File: src/rtl/gm64_button_pkg.sv
// gm64_button_pkg: shared state type and default timing for the push-button controller
package gm64_button_pkg;
    typedef enum logic [1:0] {IDLE, DEB_PRESS, HELD, DEB_RELEASE} btn_state_t;
    localparam int DEB_10MS_27MHZ = 270000;
    localparam int LONG_1S_27MHZ  = 27000000;
endpackage

File: src/rtl/sync_2ff.sv
// sync_2ff: two-flop synchroniser for an asynchronous input pin
module sync_2ff #(
    parameter logic RESET_VAL = 1'b0
) (
    input  logic clk,
    input  logic reset,
    input  logic d,
    output logic q
);
    logic [1:0] sync_q, sync_d;
    assign sync_d = {sync_q[0], d};
    always_ff @(posedge clk or posedge reset) begin
        if (reset) sync_q <= {2{RESET_VAL}};
        else       sync_q <= sync_d;
    end
    assign q = sync_q[1];
endmodule

File: src/rtl/button_ctrl.sv
// button_ctrl: debounces a push-button pin and classifies presses into level and event pulses
module button_ctrl
    import gm64_button_pkg::*;
#(
    parameter int DEBOUNCE_CYCLES = DEB_10MS_27MHZ,
    parameter int LONG_CYCLES     = LONG_1S_27MHZ,
    parameter bit ACTIVE_LOW      = 1'b1
) (
    input  logic clk,
    input  logic reset,
    input  logic btn_pin,
    output logic pressed,
    output logic press_pulse,
    output logic release_pulse,
    output logic short_pulse,
    output logic long_pulse
);
    localparam int DW = $clog2(DEBOUNCE_CYCLES + 1);
    localparam int HW = $clog2(LONG_CYCLES + 1);
    localparam logic [DW-1:0] DEB_LAST  = DW'(DEBOUNCE_CYCLES - 1);
    localparam logic [HW-1:0] LONG_LAST = HW'(LONG_CYCLES - 1);

    if (DEBOUNCE_CYCLES < 2 || LONG_CYCLES <= DEBOUNCE_CYCLES) begin : g_bad_params
        $error("button_ctrl: need DEBOUNCE_CYCLES >= 2 and LONG_CYCLES > DEBOUNCE_CYCLES");
    end

    logic pin_s, act;
    sync_2ff #(.RESET_VAL(ACTIVE_LOW)) u_sync (
        .clk   (clk),
        .reset (reset),
        .d     (btn_pin),
        .q     (pin_s)
    );
    // XOR with the idle level turns the pin into 1 = pressed for either polarity
    assign act = pin_s ^ ACTIVE_LOW;

    btn_state_t    state_q, state_d;
    logic [DW-1:0] deb_cnt_q, deb_cnt_d;
    logic [HW-1:0] hold_cnt_q, hold_cnt_d;
    logic          long_flag_q, long_flag_d;
    logic          pressed_q, pressed_d;
    logic          press_q, press_d;
    logic          release_q, release_d;
    logic          short_q, short_d;
    logic          long_q, long_d;
    logic          deb_done;

    assign deb_done = deb_cnt_q == DEB_LAST;

    always_ff @(posedge clk or posedge reset) begin
        if (reset) begin
            state_q     <= IDLE;
            deb_cnt_q   <= '0;
            hold_cnt_q  <= '0;
            long_flag_q <= 1'b0;
            pressed_q   <= 1'b0;
            press_q     <= 1'b0;
            release_q   <= 1'b0;
            short_q     <= 1'b0;
            long_q      <= 1'b0;
        end else begin
            state_q     <= state_d;
            deb_cnt_q   <= deb_cnt_d;
            hold_cnt_q  <= hold_cnt_d;
            long_flag_q <= long_flag_d;
            pressed_q   <= pressed_d;
            press_q     <= press_d;
            release_q   <= release_d;
            short_q     <= short_d;
            long_q      <= long_d;
        end
    end

    always_comb begin
        state_d = state_q;
        case (state_q)
            IDLE:        state_d = act ? DEB_PRESS : IDLE;
            DEB_PRESS:   state_d = !act ? IDLE : deb_done ? HELD : DEB_PRESS;
            HELD:        state_d = act ? HELD : DEB_RELEASE;
            DEB_RELEASE: state_d = act ? HELD : deb_done ? IDLE : DEB_RELEASE;
            default:     state_d = IDLE;
        endcase
    end

    always_comb begin
        deb_cnt_d = '0;
        if (state_d == DEB_PRESS || state_d == DEB_RELEASE)
            deb_cnt_d = (state_d == state_q) ? deb_cnt_q + 1'b1 : DW'(1);
        // hold time only advances on pressed cycles, so release glitches freeze it
        hold_cnt_d = hold_cnt_q;
        if (state_q == DEB_PRESS)
            hold_cnt_d = '0;
        else if ((state_q == HELD || state_q == DEB_RELEASE) && act && hold_cnt_q != LONG_LAST)
            hold_cnt_d = hold_cnt_q + 1'b1;
        long_d      = state_q == HELD && hold_cnt_q == LONG_LAST && !long_flag_q;
        long_flag_d = state_q == DEB_PRESS ? 1'b0 : long_flag_q | long_d;
        press_d     = state_q == DEB_PRESS && state_d == HELD;
        release_d   = state_q == DEB_RELEASE && state_d == IDLE;
        short_d     = release_d && !long_flag_q;
        pressed_d   = state_d == HELD || state_d == DEB_RELEASE;
    end

    assign pressed       = pressed_q;
    assign press_pulse   = press_q;
    assign release_pulse = release_q;
    assign short_pulse   = short_q;
    assign long_pulse    = long_q;
endmodule

File: config.mk
export PLATFORM = sky130hd
export DESIGN_NAME = button_ctrl
export DESIGN_NICKNAME = d
export VERILOG_FILES = /design/src/rtl/gm64_button_pkg.sv /design/src/rtl/sync_2ff.sv /design/src/rtl/button_ctrl.sv
export SDC_FILE = /design/constraint.sdc
export NUM_CORES = 1
export LEC_CHECK = 0
export ABC_CLOCK_PERIOD_IN_PS = 2100
export BUFFER_PORTS_ARGS = -buffer_cell sky130_fd_sc_hd__buf_2
export CORE_UTILIZATION = 55
export DETAILED_ROUTE_END_ITERATION = 7
export MAX_ROUTING_LAYER = met4
export PLACE_DENSITY = 0.78
export SLEW_MARGIN = 15
export SYNTH_ARGS = -nofsm -noshare
export SYNTH_HDL_FRONTEND = slang
export SYNTH_HIERARCHICAL = 1
export SYNTH_SLANG_ARGS = --single-unit
File: constraint.sdc
create_clock -name clk -period 2.1 [get_ports clk]
set_input_delay 0.315 -clock clk [delete_from_list [all_inputs] [get_ports clk]]
set_output_delay 0.315 -clock clk [all_outputs]
set_load 0.02 [all_outputs]
# Word level (Yosys, flattened, before mapping)
# Index checks and enable logic that the tools add are counted.
[classes]
div_mod_pow = 0
mux = 12
n_reduce_logical = 14
magnitude_cmp = 0
bitwise_logic = 2
eq_ne = 10
n_shift = 0
add_sub_neg = 2
n_mul = 0
[op_table]
columns = ["cell", "n"]
rows = [
  ["two-way mux 25 bit", 2],
  ["two-way mux 19 bit", 2],
  ["adder 25 x 1 -> 25 bit, second input constant", 1],
  ["equality test 25 bit, second input constant", 1],
  ["!= test 25 bit, second input constant", 1],
  ["adder 19 x 1 -> 19 bit, second input constant", 1],
  ["equality test 19 bit, second input constant", 1],
  ["equality test 2 bit, second input constant", 4],
  ["two-way mux 2 bit", 4],
  ["case mux 2 bit (4 select lines)", 1],
  ["logical AND 1 bit", 7],
  ["equality test 2 x 1 -> 1 bit, second input constant", 2],
  ["zero test 2 bit", 2],
  ["logical OR 1 bit", 3],
  ["two-way mux 1 bit", 3],
  ["equality test 2 bit", 1],
  ["nonzero test 2 bit", 1],
  ["zero test 1 bit", 1],
  ["inverter 1 bit", 1],
  ["OR 1 bit", 1],
]
[word_totals]
reg_bits = 54
latchBits = 0
mem_bits_ro = 0
ramBits = 0
mem_count = 0
out_inout_bits = 5
inputBits = 3

# Depth between registers and ports, before layout
# Gate-level depths: netlist of the first run.
[depth]
word_depth = 7
depth_mapped = 8

# Cells and area by module
# Netlist of the first run, hierarchy kept.
[by_module_without_submodules]
columns = ["module", "n_inst", "cells_per_inst", "area_per_inst_um2"]
rows = [
  ["button_ctrl", 1, 265, 2552.4],
  ["sync_2ff", 1, 3, 56.3],
]

# Least setup slack after synthesis of the first run
# Ideal clock, no wire load.
[synth_path]
kind = "flip-flop to flip-flop"
from = "reg deb_cnt_q[0]"
to = "reg deb_cnt_q[10]"
setup_ns = 0.121
t_arrival_ns = 1.762
setup_slack_ns = 0.216
path_stages_with_launch = 9
path_cell_list = "dfrtp_1 -> ha_1 -> and3_1 -> clkbuf_1 -> nand2_1 -> o31a_1 -> nand2_1 -> buf_2 -> nor2_1"
[synth_between]
elab_chain_len = 7
word_cells_on_any_way = 13
[synth_rtl]
columns = ["element", "line", "text"]
rows = [
  ["start: declaration", "button_ctrl.sv:38", "logic [DW-1:0] deb_cnt_q, deb_cnt_d;"],
  ["start signal: assignment", "button_ctrl.sv:63", "deb_cnt_q <= deb_cnt_d;"],
  ["equality test 19 bit (*)", "button_ctrl.sv:48", "assign deb_done = deb_cnt_q == DEB_LAST;"],
  ["two-way mux 2 bit (on tied branches) (2 in series)", "button_ctrl.sv:80, button_ctrl.sv:78", ""],
  ["case mux 2 bit (4 select lines) (*)", "button_ctrl.sv:76", "case (state_q)"],
  ["via state_d[0]", "button_ctrl.sv:37", "btn_state_t state_q, state_d;"],
  ["equality test 2 bit, or another cell as far along", "button_ctrl.sv:88", "deb_cnt_d = (state_d == state_q) ? deb_cnt_q + 1'b1 : DW'(1);"],
  ["two-way mux 19 bit or logical OR 1 bit (tied branches)", "button_ctrl.sv:88, button_ctrl.sv:87", ""],
  ["two-way mux 19 bit (*)", "button_ctrl.sv:87", "if (state_d == DEB_PRESS || state_d == DEB_RELEASE)"],
  ["via deb_cnt_d[10]", "button_ctrl.sv:38", ""],
]
# Mark *: on every way through the listed nets, which the timed path passes. The rest lies on a longest branch.
# A chain may end at the register's enable or synchronous reset.

# Final worst setup path of the first run
[layout_path]
from = "reg hold_cnt_q[18]"
to = "reg hold_cnt_q[6]"
[layout_between]
elab_chain_len = 3
[layout_rtl]
columns = ["element", "line", "text"]
rows = [
  ["start: declaration", "button_ctrl.sv:39", "logic [HW-1:0] hold_cnt_q, hold_cnt_d;"],
  ["start signal: assignment", "button_ctrl.sv:64", "hold_cnt_q <= hold_cnt_d;"],
  ["!= test 25 bit", "button_ctrl.sv:93", "else if ((state_q == HELD || state_q == DEB_RELEASE) && act && hold_cnt_q != LONG_LAST)"],
  ["logical AND 1 bit", "button_ctrl.sv:93", ""],
  ["nonzero test 2 bit (no source line)", "--", ""],
]
# No other way between the ends.

==> impl_metrics.csv, run 1 <==
group,metric,value,unit
finish,fin_area,2860,sq um
synthesis,synth-seq-cells,53,
finish,fin_nets,288,
clock_tree,cts_buffers,5,
sta,slew_violations,0,
synthesis,synthTopCellsByArea,"dfrtp_1 (49%), nor2_1 (5.8%), xor2_1 (5.0%)",
global_routing,grt_pass1_wl,9030,um
clock_tree,post_cts_resized,0,
finish,reg.largest.list,"hold_cnt_q x25, deb_cnt_q x19, u_sync/sync_q x2",
synthesis,synth_edf_count,0,
critical_path,cpPeakStageDelay,560,ps
sta,hold_viol_final,0,
sta,maxSlewHeadroom,0.660,
critical_path,crit_slowest_cell,"or4b_4",
clock_tree,cts_setup_buffers,0,
clock_tree,cts_tree,"yes",
clock_tree,worstSkewPairLatency,300,ps
detailed_routing,initialDrtViolationCount,143,
sta,worst_pin_slew,510,ps
synthesis,async_flop_share,1.00,
sta,fin_crit_sh,0.961,
finish,top_register,"hold_cnt_q",
critical_path,cp_num_buf_inv,1,
synthesis,yosysWarnings,6,
synthesis,synth_top_area_frac,0.489,
floorplan,die_area,5020,sq um
critical_path,crit_family,"simple AND/OR/NAND/NOR gates",
floorplan,io_pins,8,
synthesis,syn_inst,268,
placed_design,hpwl,3640,um
power_and_ir_drop,max-vdd-ir-drop,0.000407,V
floorplan,die_w,70.9,um
synthesis,synth_top_family_by_area,"simple AND/OR/NAND/NOR gates",
placed_design,gp_congestion,0.917,
critical_path,reg2reg_slack,80,ps
detailed_routing,drc,0,
hold_path,hold_path_class,"input pin to async pin",
critical_path,required,2330,ps
detailed_routing,vias,1984,
finish,area_delta_synth_final,9.69,%
critical_path,critPathKind,"flop to flop",
finish,n_antenna_cell,0,
global_routing,grt_max_degree,29,
detailed_routing,antenna_left,0,
critical_path,crit_fanout,20,
synthesis,synth_mux_area_frac,0.0153,
global_routing,grt_pass1_vias,2002,
floorplan,start_util,0.587,
detailed_routing,dr.pass1.iters,4,
global_routing,antenna_found_initial,0,
synthesis,ys_seq_area_frac,0.509,
synthesis,netlist_area,2610,sq um
sta,setup_viol,0,
finish,layout-drive-gt1-share,0.109,
synthesis,syn-num-nets,273,
clock_tree,htree_levels,2,
global_routing,track_usage,0.238,
sta,period_needed,2020,ps
critical_path,worstPathArrival,2250,ps
clock_tree,clock-sinks,53,
synthesis,synth_compound_area_frac,0.0595,
critical_path,setup.worst_path.end_class,"flop",
global_routing,overflow,0,
clock_tree,clk_pin_slew,90,ps
detailed_routing,wl_per_cell,15.3,um
sta,hold_ws,29.2,ps
synthesis,ys.flop_type,"dfrtp_1",
floorplan,rows,24,
floorplan,coreArea,4440,sq um
flow_run,drv_cap,0,
sta,fmax,496,MHz
critical_path,cp-start-kind,"flop",
sta,fin_skew,3.80,ps
placed_design,placed_cell_area,2750,sq um
synthesis,synthTopCellsByCount,"dfrtp_1 (51), nor2_1 (40), nand2_1 (27), nand3_1 (19)",
sta,grt_setup_unrepaired,"yes",
clock_tree,cts_root_buffer,"clkbuf_8",
synthesis,synthAdderAreaFrac,0.00959,
clock_tree,cts_buffer_depth,2,
synthesis,synth_most_common_cell,"dfrtp_1",
synthesis,synth_simple_gate_area_frac,0.292,
finish,largest_reg_flops,25,
critical_path,crit_chain,"or4b_4 -> nor4_4 -> nor4b_2 -> buf_4 -> or3_1 -> mux2i_1",
synthesis,synthXorXnorAreaFrac,0.0906,
synthesis,synth.largest_area_cell,"dfrtp_1",
synthesis,synth.distinct_cells,41,
floorplan,die_h,70.9,um
synthesis,syn_avg_cell_area,9.73,sq um
placed_design,port-buffer-count,7,
sta,tns,0,ps
power_and_ir_drop,pwr_density_cell,627,nW/um^2
detailed_routing,drt-vias-per-instance,5.90,
status,status,"complete, no violations",
detailed_routing,wirelength,5150,um
power_and_ir_drop,p_leak,0.00121,uW
## per-stage QoR
step	power, uW	worst slack, ps	util	cells
2_1_floorplan	1080	216	-	268
3_3_place_gp	1110	136	0.618	328
3_5_place_dp	1110	93.8	0.618	328
4_1_cts	1820	80.4	0.644	336
5_1_grt	1870	-73.3	0.644	336
6_report	1790	82.3	0.644	336
## repair_timing
item / in CTS / in global routing
endpoints found under the setup margin: 0 / 4
hold endpoints to repair: 0 / 0
hold buffers: 0 / 0
## report_power, final
part	leakage [uW]	internal, uW	total [uW]	switching, uW
Combinational	0.000419	15.8	55.5	39.7
Sequential	0.000729	1030	1030	6.67
Clock	0.0000585	389	705	316
## path summary, 6_finish.rpt
kind | from | to | depth (start not counted)
worst max register to register | hold_cnt_q[18]$_DFFE_PP0P_ | hold_cnt_q[6]$_DFFE_PP0P_ | 6
worst max-delay path | hold_cnt_q[18]$_DFFE_PP0P_ | hold_cnt_q[6]$_DFFE_PP0P_ | 6
worst min register to register | u_sync/sync_q[0]$_DFF_PP1_ | u_sync/sync_q[1]$_DFF_PP1_ | 0
worst min-delay path | reset | u_sync/sync_q[1]$_DFF_PP1_ | 2
max in group asynchronous | reset | hold_cnt_q[22]$_DFFE_PP0P_ | 3
min in group clk | btn_pin | u_sync/sync_q[0]$_DFF_PP1_ | 1
## layer usage
metal	wire, um	GRT usage	up-vias
li1	-	-	975
met1	2280	0.289	953
met2	2620	0.395	43
met3	144	0.0470	13
met4	100	0.0889	0
met5	0	-	-
## cell type report
class / count / area [sq um]
clock buffers: 7 / 86.3
well taps: 52 / 65.1
fillers: 351 / 1580
inverters: 7 / 26.3
multi-input cells: 201 / 1220
flip-flops and latches: 53 / 1330
repair buffers: 15 / 108
clock inverters: 1 / 30.0
## cell usage in the layout, fill, tap and decap left out, types with 2 or more instances in the layout
| master | instances |
|---|---|
| nand2_1 | 27 |
| nand3_1 | 19 |
| or4_1 | 2 |
| nor2_1 | 40 |
| dfrtp_1 | 51 |
| nand4_1 | 15 |
| nor4_1 | 3 |
| a21oi_1 | 8 |
| xor2_1 | 15 |
| buf_2 | 7 |
| clkbuf_8 | 6 |
| nor3_1 | 8 |
| inv_1 | 5 |
| xnor2_1 | 12 |
| and4_1 | 2 |
| dfstp_2 | 2 |
| and3_1 | 5 |
| o31ai_1 | 2 |
| nor4_4 | 2 |
| or3_1 | 8 |
| o21ai_1 | 6 |
| nor4b_1 | 2 |
| mux2i_1 | 4 |
| inv_2 | 2 |
| and2_1 | 2 |
| o21ai_0 | 3 |
| ha_1 | 2 |
| buf_4 | 7 |
| nor4b_2 | 2 |
## cells by family after synthesis
logic type,count (synthesis)
and+or+nand+nor,142
DFF,53
xor gates and xnor gates,27
AOI/OAI and AO/OA,26
buffers and inverters,14
muxes,4
adders and majority gates,2
## worst register-to-register path, cell delays in order, from the launching register on
cell and delay, ps:
dfrtp_1 420, or4b_4 560, nor4_4 180, nor4b_2 230
buf_4 250, or3_1 150, mux2i_1 170
(Power assumes the default switching activity.)
==> run 2: changes to the inputs <==
--- a/config.mk
+++ b/config.mk
@@ -11,6 +11,7 @@
 export DETAILED_ROUTE_END_ITERATION = 7
 export MAX_ROUTING_LAYER = met4
 export PLACE_DENSITY = 0.78
+export SETUP_SLACK_MARGIN = 0.15
 export SLEW_MARGIN = 15
 export SYNTH_ARGS = -nofsm -noshare
 export SYNTH_HDL_FRONTEND = slang
==> impl_metrics.csv, run 2 (synthesis gave the netlist of run 1 again) <==
group,metric,value,unit
detailed_routing,wl_per_cell,15.5,um
floorplan,die_h,70.9,um
hold_path,hold_path_class,"input pin to async pin",
finish,fin_nets,296,
power_and_ir_drop,max-vdd-ir-drop,0.000414,V
clock_tree,cts_root_buffer,"clkbuf_8",
global_routing,grt_pass1_vias,2029,
detailed_routing,drt-vias-per-instance,5.94,
finish,reg.largest.list,"hold_cnt_q x25, deb_cnt_q x19, u_sync/sync_q x2",
flow_run,drv_cap,0,
clock_tree,cts_tree,"yes",
clock_tree,cts_buffer_depth,2,
sta,setup_viol,0,
floorplan,start_util,0.587,
global_routing,track_usage,0.242,
power_and_ir_drop,pwr-share-seq,0.576,
critical_path,crit_fanout,5,
critical_path,setup.worst_path.end_class,"flop",
global_routing,antenna_found_initial,0,
sta,fin_crit_sh,0.959,
clock_tree,cts_buffers,5,
finish,postLayoutCoreUtil,0.662,
power_and_ir_drop,clkPwrFrac,0.393,
finish,layout.cells.non_filler,344,
global_routing,overflow,0,
sta,slew_violations,0,
placed_design,dp_cells,328,
power_and_ir_drop,p_sw,361,uW
detailed_routing,wirelength,5340,um
critical_path,cp-start-kind,"flop",
critical_path,critPathKind,"flop to flop",
sta,maxSlewHeadroom,0.658,
clock_tree,cts_hold_buf,0,
finish,area_delta_synth_final,12.9,%
placed_design,hpwl,3640,um
status,status,"complete, no violations",
finish,layout_common_cells,"dfrtp_1 (51), nor2_1 (40), nand2_1 (26), nand3_1 (19)",
sta,period_needed,2010,ps
sta,grt_setup_unrepaired,"yes",
sta,worst_pin_slew,512,ps
clock_tree,htree_levels,2,
detailed_routing,dr.pass1.iters,4,
floorplan,die_area,5020,sq um
sta,fmax,497,MHz
clock_tree,worstSkewPairLatency,300,ps
floorplan,rows,24,
finish,n_antenna_cell,0,
finish,layout-drive-gt1-share,0.144,
floorplan,coreArea,4440,sq um
placed_design,port-buffer-count,7,
clock_tree,clk_pin_slew,90,ps
critical_path,worstPathArrival,2210,ps
sta,tns,0,ps
floorplan,io_pins,8,
finish,largest_reg_flops,25,
power_and_ir_drop,power.total,1790,uW
finish,top_register,"hold_cnt_q",
detailed_routing,vias,2045,
finish,regArea,1330,sq um
power_and_ir_drop,pwr_density_cell,609,nW/um^2
global_routing,grt_max_degree,29,
global_routing,grt_pass1_wl,9160,um
power_and_ir_drop,p_leak,0.00127,uW
power_and_ir_drop,swShare,0.202,
detailed_routing,drc,0,
finish,final_common_cell,"dfrtp_1",
finish,multi_input_area,1230,sq um
detailed_routing,antenna_left,0,
finish,fillers,340,
clock_tree,clock-sinks,53,
sta,hold_viol_final,0,
power_and_ir_drop,combPwrFrac,0.031,
placed_design,gp_congestion,0.917,
floorplan,die_w,70.9,um
sta,fin_skew,4.22,ps
power_and_ir_drop,intPower,1430,uW
critical_path,required,2290,ps
detailed_routing,initialDrtViolationCount,144,
run 2: cell types whose count changed in the layout (fill, tap and decap cells not counted), sizes merged:
cell,change
buf,+8
run 2: path summary, 6_finish.rpt:
path,startpoint,to,slack [ps],depth (start not counted)
worst max-delay path,hold_cnt_q[18]$_DFFE_PP0P_,hold_cnt_q[15]$_DFFE_PP0P_,90,7
worst min-delay path,reset,u_sync/sync_q[1]$_DFF_PP1_,30,2
worst max register to register,hold_cnt_q[18]$_DFFE_PP0P_,hold_cnt_q[15]$_DFFE_PP0P_,90,7
worst min register to register,u_sync/sync_q[0]$_DFF_PP1_,u_sync/sync_q[1]$_DFF_PP1_,360,0
max in group asynchronous,reset,hold_cnt_q[22]$_DFFE_PP0P_,1530,3
min in group clk,btn_pin,u_sync/sync_q[0]$_DFF_PP1_,100,1
run 2: repair_timing:
item,4_1_cts,5_1_grt
gates cloned,1,1
hold endpoints to repair,0,0
setup buffers,2,4
gates resized for setup,3,8
setup endpoints to repair,4,35
pin swaps,1,1
run 2: through the flow:
| stage | hold slack, ps | cell area, sq um | setup WS (ps) |
|---|---|---|---|
| 2_1_floorplan | 227 | 2610 | 216 |
| 6_report | 30.0 | 2940 | 86.5 |
| 4_1_cts | 19.7 | 2890 | 81.2 |
| 3_3_place_gp | 348 | 2750 | 136 |
| 5_1_grt | 26.9 | 2940 | 13.7 |
| 3_5_place_dp | 348 | 2750 | 93.8 |
run 2: area by class of cell:
class | count | share of cell area
clock buffers | 7 | 0.0293
clock inverters | 1 | 0.0102
inverters | 7 | 0.00892
multi-input cells | 201 | 0.419
flip-flops and latches | 53 | 0.451
well taps | 52 | 0.0221
repair buffers | 23 | 0.0595
run 2: power groups by stage:
stage | combinational [uW] | clock, uW | sequential [uW]
floorplan | 34.8 | 0 | 1050
global placement | 56.2 | 0 | 1050
detailed placement | 56.7 | 0 | 1050
CTS | 56.6 | 725 | 1030
global route | 62.9 | 771 | 1030
finish | 55.6 | 704 | 1030
run 2: critical path, cell delays in order, from the launching register on:
cell     delay (ps)
dfrtp_1         420
or4b_4          560
nor4_4          190
nor4b_4         280
buf_4           170
buf_4           130
or3_1           100
a21oi_1          50
run 2: routing by layer:
| layer | track usage | vias up | routed length, um |
|---|---|---|---|
| li1 | - | 992 | - |
| met1 | 0.289 | 987 | 2290 |
| met2 | 0.407 | 53 | 2750 |
| met3 | 0.0470 | 13 | 186 |
| met4 | 0.0889 | 0 | 116 |
| met5 | - | - | 0 |
==> run 3: changes to the inputs <==
--- a/config.mk
+++ b/config.mk
@@ -7,10 +7,12 @@
 export LEC_CHECK = 0
 export ABC_CLOCK_PERIOD_IN_PS = 2100
 export BUFFER_PORTS_ARGS = -buffer_cell sky130_fd_sc_hd__buf_2
-export CORE_UTILIZATION = 55
+export CELL_PAD_IN_SITES_DETAIL_PLACEMENT = 0
+export CELL_PAD_IN_SITES_GLOBAL_PLACEMENT = 1
+export CORE_UTILIZATION = 48
 export DETAILED_ROUTE_END_ITERATION = 7
 export MAX_ROUTING_LAYER = met4
-export PLACE_DENSITY = 0.78
+export PLACE_DENSITY = 0.84
 export SETUP_SLACK_MARGIN = 0.15
 export SLEW_MARGIN = 15
 export SYNTH_ARGS = -nofsm -noshare
==> impl_metrics.csv, run 3 (synthesis gave the netlist of run 1 again) <==
group,metric,value,unit
critical_path,worstPathArrival,2180,ps
detailed_routing,drt-vias-per-instance,5.40,
placed_design,post-place-ws,92.3,ps
finish,final_common_cell,"dfrtp_1",
critical_path,critPathLaunch,"hold_cnt_q[21]$_DFFE_PP0P_",
global_routing,grt_pass1_vias,1853,
critical_path,critPathKind,"flop to flop",
critical_path,crit_slowest_cell,"or4b_4",
finish,layout_common_cells,"dfrtp_1 (51), nor2_1 (40), nand2_1 (27), nand3_1 (19), buf_4 (16)",
sta,fmax,504,MHz
critical_path,worstReg2RegEnd,"hold_cnt_q[9]$_DFFE_PP0P_",
global_routing,grt_max_degree,23,
detailed_routing,wl_per_cell,14.3,um
floorplan,start_util,0.504,
global_routing,antenna_found_initial,0,
clock_tree,worstSkewPairLatency,310,ps
hold_path,hold_path_class,"input pin to async pin",
global_routing,overflow,0,
floorplan,io_pins,8,
floorplan,die_area,5730,sq um
sta,worst_pin_slew,464,ps
finish,postLayoutCoreUtil,0.570,
power_and_ir_drop,max-vdd-ir-drop,0.000348,V
clock_tree,cts_buffers,5,
critical_path,r2r_start,"hold_cnt_q[21]$_DFFE_PP0P_",
detailed_routing,vias,1967,
status,status,"complete, no violations",
finish,largest_reg_flops,25,
critical_path,crit_fanout,8,
finish,layout-drive-gt1-share,0.143,
floorplan,rows,26,
finish,fin_nets,298,
finish,reg.largest.list,"hold_cnt_q x25, deb_cnt_q x19, u_sync/sync_q x2",
detailed_routing,initialDrtViolationCount,113,
clock_tree,cts_buffer_depth,2,
sta,setup_viol,0,
sta,layout_setup_ws,115,ps
clock_tree,cts_hold_buf,0,
sta,grt_setup_unrepaired,"yes",
critical_path,crit_chain,"or4b_4 -> nor4_4 -> nor4b_4 -> buf_6 -> buf_4 -> or3_1 -> a21oi_1",
sta,hold_viol_final,0,
global_routing,track_usage,0.210,
placed_design,hpwl,3530,um
global_routing,grt_pass1_wl,8620,um
power_and_ir_drop,pwr_density_cell,565,nW/um^2
critical_path,setup.worst_path.end_class,"flop",
critical_path,cpPeakStageDelay,530,ps
critical_path,reg2reg_slack,110,ps
floorplan,coreArea,5170,sq um
finish,top_register,"hold_cnt_q",
floorplan,die_w,75.7,um
detailed_routing,dr.pass1.iters,4,
finish,area_delta_synth_final,13.0,%
placed_design,gp_congestion,0.777,
sta,tns,0,ps
sta,hold_ws,8.55,ps
clock_tree,htree_levels,2,
critical_path,rr_worst_depth,7,
sta,fin_skew,7.37,ps
critical_path,cp-start-kind,"flop",
sta,period_needed,1990,ps
power_and_ir_drop,p_leak,0.00126,uW
critical_path,required,2300,ps
floorplan,die_h,75.7,um
detailed_routing,antenna_left,0,
sta,slew_violations,0,
detailed_routing,drc,0,
sta,fin_crit_sh,0.945,
clock_tree,clk_pin_slew,90,ps
detailed_routing,wirelength,5190,um
finish,n_antenna_cell,0,
clock_tree,cts_tree,"yes",
flow_run,drv_cap,0,
placed_design,port-buffer-count,7,
clock_tree,clock-sinks,53,
clock_tree,cts_root_buffer,"clkbuf_8",
sta,maxSlewHeadroom,0.691,
-- run 3: layer usage --
metal,vias up,part of all wire,global-route usage,wire length (um)
met5,-,0,-,0
met4,0,0.014,0.0700,73
met3,8,0.021,0.0423,110
met2,20,0.47,0.325,2420
met1,943,0.50,0.275,2590
li1,996,-,-,-
-- run 3: worst max path at each step --
stage | end | slack, ps | cells after the start
after floorplan | deb_cnt_q[10]$_DFF_PP0_ | 220 | 8
after global placement | hold_cnt_q[6]$_DFFE_PP0P_ | 150 | 6
after detailed placement | hold_cnt_q[6]$_DFFE_PP0P_ | 90 | 6
after CTS | hold_cnt_q[10]$_DFFE_PP0P_ | 100 | 6
after global routing | hold_cnt_q[6]$_DFFE_PP0P_ | 50 | 6
final | hold_cnt_q[9]$_DFFE_PP0P_ | 110 | 7
-- run 3: cell type report --
cell class / count / area (sq um)
fill: 455 / 2220
clock buffer: 6 / 72.6
sequential: 53 / 1330
inverter: 7 / 26.3
clock inverter: 2 / 15.0
tap: 70 / 87.6
timing repair buffer: 25 / 186
multi-input combinational: 201 / 1230
-- run 3: critical path: cells and delay by family (launching register included) --
| family | cells | cell delay (ps) |
|---|---|---|
| and+or+nand+nor | 4 | 1120 |
| DFF | 1 | 410 |
| buffers and inverters | 2 | 290 |
| AOI/OAI and AO/OA | 1 | 60 |
-- run 3: where the power goes --
| part | internal, uW | switching [uW] | leakage [uW] |
|---|---|---|---|
| Clock | 236 | 342 | 0.0000374 |
| Combinational | 14.6 | 38.8 | 0.000492 |
| Sequential | 1030 | 6.71 | 0.000729 |
| Total | 1280 | 387 | 0.00126 |
-- run 3: repair_timing --
action                                  in CTS  in global routing
setup buffers                                0                  5
endpoints found under the hold margin        0                  0
gates resized for setup                      5                  1
endpoints found under the setup margin       2                 18
pin swaps                                    0                  1
cloned                                       1                  0
-- run 3: metrics by stage --
stage          area [sq um]  instances  power, uW
6_report               2950        364       1660
5_1_grt                2950        364       1730
4_1_cts                2910        359       1690
3_5_place_dp           2800        350       1110
3_3_place_gp           2800        350       1110
2_1_floorplan          2610        268       1080
